==> config.mk <==
export PLATFORM = sky130hd
export DESIGN_NAME = interfaz_dac_spi
export DESIGN_NICKNAME = d
export VERILOG_FILES = /design/src/rtl/interfaz_dac_spi.sv
export SDC_FILE = /design/constraint.sdc
export NUM_CORES = 1
export LEC_CHECK = 0
export CORE_MARGIN = 3
export CORE_UTILIZATION = 55
export CTS_CLUSTER_DIAMETER = 150
export DETAILED_ROUTE_END_ITERATION = 10
export DONT_BUFFER_PORTS = 1
export PLACE_DENSITY = 0.73
export SYNTH_ARGS = -nofsm -noshare
export SYNTH_HDL_FRONTEND = slang
export SYNTH_SLANG_ARGS = --single-unit
==> constraint.sdc <==
create_clock -name Clk -period 2.2 [get_ports Clk]
set_input_delay 0.44 -clock Clk [delete_from_list [all_inputs] [get_ports Clk]]
set_output_delay 0.44 -clock Clk [all_outputs]
set_load 0.05 [all_outputs]
==> src/rtl/interfaz_dac_spi.sv <==
`default_nettype none
// ============================================================================
// Module      : interfaz_dac_spi
// Description : Output stage of the filter chain. Converts each filtered
//               sample Yk (signed, FRAC fractional bits) into a saturated
//               12-bit offset-binary code and shifts it out as a 16-bit SPI
//               frame to a DAC121S101-class converter (PmodDA2).
//               Frame: 2 don't-care zeros, PD=00, then code[11:0], MSB first.
//               SCLK idles high and the DAC samples on its falling edge.
// Options     : DAC_PENDIENTE_EN - when defined, a one-deep pending register
//               holds a sample that arrives while a frame is in progress and
//               sends it straight after the inter-frame gap.
// Revision    : 1.0 - initial release
// ============================================================================
module interfaz_dac_spi #(
    parameter int N    = 25,   // sample width (FRAC+2 or more)
    parameter int FRAC = 15,   // fractional bits of Yk (11 or more)
    parameter int DIV  = 2     // Clk cycles per SCLK half-period (2 or more)
) (
    input  logic                Clk,
    input  logic                Reset_n,
    input  logic signed [N-1:0] Yk,
    input  logic                Bandera_Listo,
    output logic                SYNC_n,
    output logic                SCLK,
    output logic                DIN,
    output logic                Ocupado,
    output logic                Bandera_Enviado,
    output logic                Error_Sobrecarga
);

    // Counter wide enough for both the SCLK half-period and the 2*DIV gap.
    localparam int            CW          = $clog2(2 * DIV) + 1;
    localparam logic [CW-1:0] C_FIN_MEDIO = CW'(DIV - 1);
    localparam logic [CW-1:0] C_FIN_GAP   = CW'(2 * DIV - 1);
    localparam logic [4:0]    C_FLANCOS   = 5'd16;

    typedef enum logic [1:0] {
        IDLE  = 2'd0,
        SHIFT = 2'd1,
        GAP   = 2'd2
    } estado_t;

    // ------------------------------------------------------------------
    // Sample-to-code conversion (combinational, captured at frame start)
    // ------------------------------------------------------------------
    logic        satura_d;
    logic [11:0] s12_d;
    logic [15:0] trama_d;

    // Integer part plus bit FRAC must all match the sign, else saturate.
    always_comb begin
        satura_d = ~((&Yk[N-1:FRAC]) | ~(|Yk[N-1:FRAC]));
        s12_d    = Yk[FRAC -: 12];
        if (satura_d) begin
            s12_d = Yk[N-1] ? 12'h800 : 12'h7FF;
        end
        trama_d  = {4'b0000, ~s12_d[11], s12_d[10:0]};
    end

    // Bits below the 12-bit window are intentionally discarded.
    generate
        if (FRAC > 11) begin : g_bits_bajos
            logic bits_bajos_unused;
            assign bits_bajos_unused = ^Yk[FRAC-12:0];
        end else begin : g_sin_bits_bajos
        end
    endgenerate

    // ------------------------------------------------------------------
    // State and registered outputs
    // ------------------------------------------------------------------
    estado_t       estado_q;
    logic [15:0]   trama_q;       // shift register, bit 15 is next on DIN
    logic [CW-1:0] cnt_q;         // half-period / gap cycle counter
    logic [4:0]    flancos_q;     // SCLK falling edges issued this frame
    logic          arranque_q;    // first SHIFT cycle after an IDLE capture
    logic          sync_q;
    logic          sclk_q;
    logic          din_q;
    logic          ocupado_q;
    logic          enviado_q;
    logic          error_q;
    logic          salida_gap_d;
    logic          llegada_ocupado_d;

    // Last GAP cycle: the FSM leaves GAP at the coming edge.
    assign salida_gap_d      = (estado_q == GAP) && (cnt_q == C_FIN_GAP);
    // Any arrival outside IDLE is a busy arrival; the GAP exit is handled
    // inside the FSM because it can launch the next frame directly.
    assign llegada_ocupado_d = Bandera_Listo && (estado_q != IDLE) && !salida_gap_d;

`ifdef DAC_PENDIENTE_EN
    logic [15:0] pend_q;
    logic        pend_v_q;
`endif

    // Frame sequencer: IDLE capture, SCLK generation, bit shifting, gap.
    always_ff @(posedge Clk or negedge Reset_n) begin
        if (!Reset_n) begin
            estado_q   <= IDLE;
            trama_q    <= 16'h0000;
            cnt_q      <= '0;
            flancos_q  <= 5'd0;
            arranque_q <= 1'b0;
            sync_q     <= 1'b1;
            sclk_q     <= 1'b1;
            din_q      <= 1'b0;
            ocupado_q  <= 1'b0;
            enviado_q  <= 1'b0;
            error_q    <= 1'b0;
`ifdef DAC_PENDIENTE_EN
            pend_q     <= 16'h0000;
            pend_v_q   <= 1'b0;
`endif
        end else begin
            enviado_q <= 1'b0;
            error_q   <= 1'b0;

            unique case (estado_q)
                IDLE: begin
                    if (Bandera_Listo) begin
                        trama_q    <= trama_d;
                        arranque_q <= 1'b1;
                        estado_q   <= SHIFT;
                    end
                end

                SHIFT: begin
                    if (arranque_q) begin
                        // Outputs follow the capture by one cycle.
                        arranque_q <= 1'b0;
                        sync_q     <= 1'b0;
                        sclk_q     <= 1'b1;
                        din_q      <= trama_q[15];
                        ocupado_q  <= 1'b1;
                        cnt_q      <= '0;
                        flancos_q  <= 5'd0;
                    end else if (cnt_q == C_FIN_MEDIO) begin
                        cnt_q <= '0;
                        if (sclk_q) begin
                            // Falling edge: DIN is held, DAC samples here.
                            sclk_q    <= 1'b0;
                            flancos_q <= flancos_q + 5'd1;
                        end else if (flancos_q == C_FLANCOS) begin
                            // Rise after the 16th fall closes the frame.
                            sync_q    <= 1'b1;
                            sclk_q    <= 1'b1;
                            din_q     <= 1'b0;
                            enviado_q <= 1'b1;
                            estado_q  <= GAP;
                        end else begin
                            // Rising edge: present the next bit.
                            sclk_q  <= 1'b1;
                            din_q   <= trama_q[14];
                            trama_q <= {trama_q[14:0], 1'b0};
                        end
                    end else begin
                        cnt_q <= cnt_q + CW'(1);
                    end
                end

                GAP: begin
                    if (cnt_q == C_FIN_GAP) begin
                        cnt_q <= '0;
`ifdef DAC_PENDIENTE_EN
                        if (pend_v_q || Bandera_Listo) begin
                            // Back-to-back frame, SYNC_n falls right away.
                            trama_q   <= pend_v_q ? pend_q : trama_d;
                            din_q     <= pend_v_q ? pend_q[15] : trama_d[15];
                            sync_q    <= 1'b0;
                            sclk_q    <= 1'b1;
                            flancos_q <= 5'd0;
                            estado_q  <= SHIFT;
                            // A coincident arrival refills the freed slot.
                            pend_v_q  <= pend_v_q && Bandera_Listo;
                            if (pend_v_q && Bandera_Listo) begin
                                pend_q <= trama_d;
                            end
                        end else begin
                            ocupado_q <= 1'b0;
                            estado_q  <= IDLE;
                        end
`else
                        if (Bandera_Listo) begin
                            error_q <= 1'b1;
                        end
                        ocupado_q <= 1'b0;
                        estado_q  <= IDLE;
`endif
                    end else begin
                        cnt_q <= cnt_q + CW'(1);
                    end
                end

                default: begin
                    estado_q <= IDLE;
                end
            endcase

            // Samples arriving while a frame or gap is in progress.
            if (llegada_ocupado_d) begin
`ifdef DAC_PENDIENTE_EN
                if (pend_v_q) begin
                    error_q <= 1'b1;
                end
                pend_q   <= trama_d;
                pend_v_q <= 1'b1;
`else
                error_q <= 1'b1;
`endif
            end
        end
    end

    assign SYNC_n           = sync_q;
    assign SCLK             = sclk_q;
    assign DIN              = din_q;
    assign Ocupado          = ocupado_q;
    assign Bandera_Enviado  = enviado_q;
    assign Error_Sobrecarga = error_q;

endmodule
`default_nettype wire

==> metrics.txt <==
status=finished clean; worst reg2reg setup slack=0.03 ns; Worst Hold Launch=Yk[14]; Crit. End Element=flip-flop; Yosys top cell area share=0.384; fmax=0.460 GHz; R2R Path Start=cnt_q[1]$_DFFE_PN0P_; CP Launch Type=flip-flop; Pwr per Cell Area=1440 nW/um^2; DRC=0; WL final=4.78 mm; Mapped Nets=246; Clock Tree Buf Depth=2; Die Span Y=66.6 um; clock root buffer=clkbuf_8; Setup CP Type=flip-flop to flip-flop; TNS Setup=0 ns; Post-synth EDFFs=0; Finished Cell Area=2380 sq um; Via Count=1701; final net count=257; cell row count=21; total clock sinks=33; post-route minimum period=2.17 ns; #FFs+latches synth=33; PortBufs=0; ANT cells=0; GR Util All Layers=0.219; grt peak-use layer=met2; hold path endpoint=trama_q[10]$_DFFE_PN0P_; min-delay worst type=input pin to flip-flop; Slew headroom=0.657; die boundary width=66.6 um; Crit Reg-Reg Endpoint=trama_q[1]$_DFFE_PN0P_; CP Data Required Time=2.38 ns; num ports=34; CTS tree=built; Core ar.=3440 sq um; worst hold path depth=1; r2r worst-path depth=7; final period utilization=0.987; Syn Std Cell Area=2020 sq um; Final setup violation count=0; First-pass DRT Iterations=5; area grow syn2layout=17.6%; TritonCTS Buffers=5; Distinct cells, synth=51; final-report hold violation count=0; initial cell density of the core=0.587; predominant post-synthesis flop cell=dfrtp_1; First DRT Iteration DRCs=129; met2 usage=0.356; vias per cell=6.37; Data arrival, critical path=2.35 ns; register area share after synthesis=0.410; YS warnings=0; worst-margin pin slew=0.515 ns; post-synth top area cell=dfrtp_1; WL/cell=17.9 um; max-slew violation count=0; clock transition at the registers of the reported paths=0.07 ns; Fin Clk Skew=0.00821 ns; largest net degree at the start of global routing=34; number of global-route vias before repair=1675; layout cell share with drive strength beyond 1=0.204; synth cell count leaders=dfrtp_1 (31), nand2_1 (21), a21oi_1 (16), inv_1 (14); top cells by area, synth=dfrtp_1 (38%), ha_1 (5.6%), a311o_1 (5.4%), a211oi_1 (4.1%), a21oi_1 (4.0%); post-detail-place hpwl=3.08 mm; first-pass GRT wire length=7.29 mm; Pleak=1.00 nW; Final Power=3.42 mW; Syn Area/Cell=9.67 sq um; final global-route overflow total=0; most common cell in the netlist=dfrtp_1; RePlAce Congestion=0.844; Filler cells=263; Placed Area=2100 sq um; CP Max Fanout=7; Global Route met3 Usage=0.0489; Skew-Pair Late Insertion Delay=0.29 ns; ANT nets after route=0; initial antenna violation count=0; VDD IR max=0.000805 V; met1 Use GR=0.272; Die Area=4440 sq um; asr flop ratio synth=1.00; cells after synthesis=209; unrepaired setup endpoints after global routing=true; H-tree Lvls=2; Max-cap violations=0
worst max-delay path: stages (launching register included):
cell and delay [ns]:
dfrtp_1 0.39, inv_2 0.08, ha_4 0.13, or4b_4 0.50, a211oi_4 0.35, clkbuf_16 0.22, a21boi_2 0.06, a311o_1 0.34
cells in the final DEF (no fill, tap or decap), drive strengths merged, types with 2 or more instances in the layout:
master | Yosys | routed
a21boi | 12 | 12
o21ai | 7 | 7
a311o | 11 | 11
a211oi | 12 | 12
mux2 | 2 | 2
and2 | 2 | 2
dfrtp | 31 | 31
a21oi | 17 | 17
or2 | 2 | 2
inv | 14 | 14
o22ai | 2 | 2
or4 | 2 | 2
nor2b | 2 | 2
buf | 8 | 14
clkbuf | 5 | 9
nor2 | 8 | 8
or3 | 3 | 3
mux2i | 3 | 3
ha | 9 | 9
nand2b | 4 | 4
dfstp | 2 | 2
o21a | 2 | 2
nand4 | 5 | 5
nand2 | 21 | 21
nand3 | 3 | 3
sequential cells by signal, indices dropped and copies added, names as in the netlist, 2 cells and up:
register,cells
cnt_q,3
estado_q,2
flancos_q,5
trama_q,16
final cells by class:
class	instances	area, sq um	share of cell area
clock buffers	7	86.3	0.0363
clock inverters	1	30.0	0.0126
well taps	46	57.6	0.0242
flip-flops and latches	33	830	0.349
repair buffers	17	215	0.0905
multi-input cells	149	1110	0.465
inverters	14	52.6	0.0221
layer usage:
layer  vias to the layer above  wire (um)
met5                         -          0
met4                         0         59
met3                         7        282
met2                        57       2400
met1                       834       2040
li1                        803          -
cells by family after synthesis:
family / after synthesis / synth area share
AOI/OAI and AO/OA: 74 / 0.280
xor gates and xnor gates: 1 / 0.00433
adders and majority gates: 9 / 0.0557
buffers and inverters: 27 / 0.0613
DFF: 33 / 0.410
muxes: 5 / 0.0260
and+or+nand+nor: 60 / 0.163
how the worst max path moves through the flow:
stage | end | cells after the start | start
global placement | trama_q[6]$_DFFE_PN0P_ | 6 | estado_q[1]$_DFFE_PN0P_
finish | trama_q[1]$_DFFE_PN0P_ | 7 | cnt_q[1]$_DFFE_PN0P_
global route | trama_q[1]$_DFFE_PN0P_ | 7 | cnt_q[1]$_DFFE_PN0P_
CTS | trama_q[5]$_DFFE_PN0P_ | 7 | estado_q[1]$_DFFE_PN0P_
detailed placement | trama_q[10]$_DFFE_PN0P_ | 6 | estado_q[1]$_DFFE_PN0P_
floorplan | trama_q[3]$_DFFE_PN0P_ | 7 | estado_q[1]$_DFFE_PN0P_
timing repair:
action                                  CTS  global route
hold endpoints to repair                 33             0
endpoints found under the setup margin   10            13
buffers inserted                          1             3
pin swaps                                 1            16
hold buffers                              2             0
cloned                                    0             2
resized for setup                         0            14
report_power, final:
part           total [mW]  internal [mW]  leakage, nW  switching [mW]
Combinational        1.78          0.847        0.533           0.933
Clock               0.596          0.369       0.0585           0.226
Sequential           1.04          0.843        0.413           0.198
Total                3.42           2.06         1.00            1.36
through the flow:
stage / util / instances / hold slack (ns) / setup WS [ns]
after floorplan: - / 209 / 0.144 / 0.0727
after global placement: 0.610 / 251 / 0.145 / 0.0280
after detailed placement: 0.610 / 251 / 0.145 / -0.0377
after CTS: 0.659 / 262 / 0.304 / 0.0258
after global routing: 0.691 / 267 / 0.309 / -0.0408
final: 0.691 / 267 / 0.309 / 0.0275
Note: power is estimated with default switching activity, not from simulation.
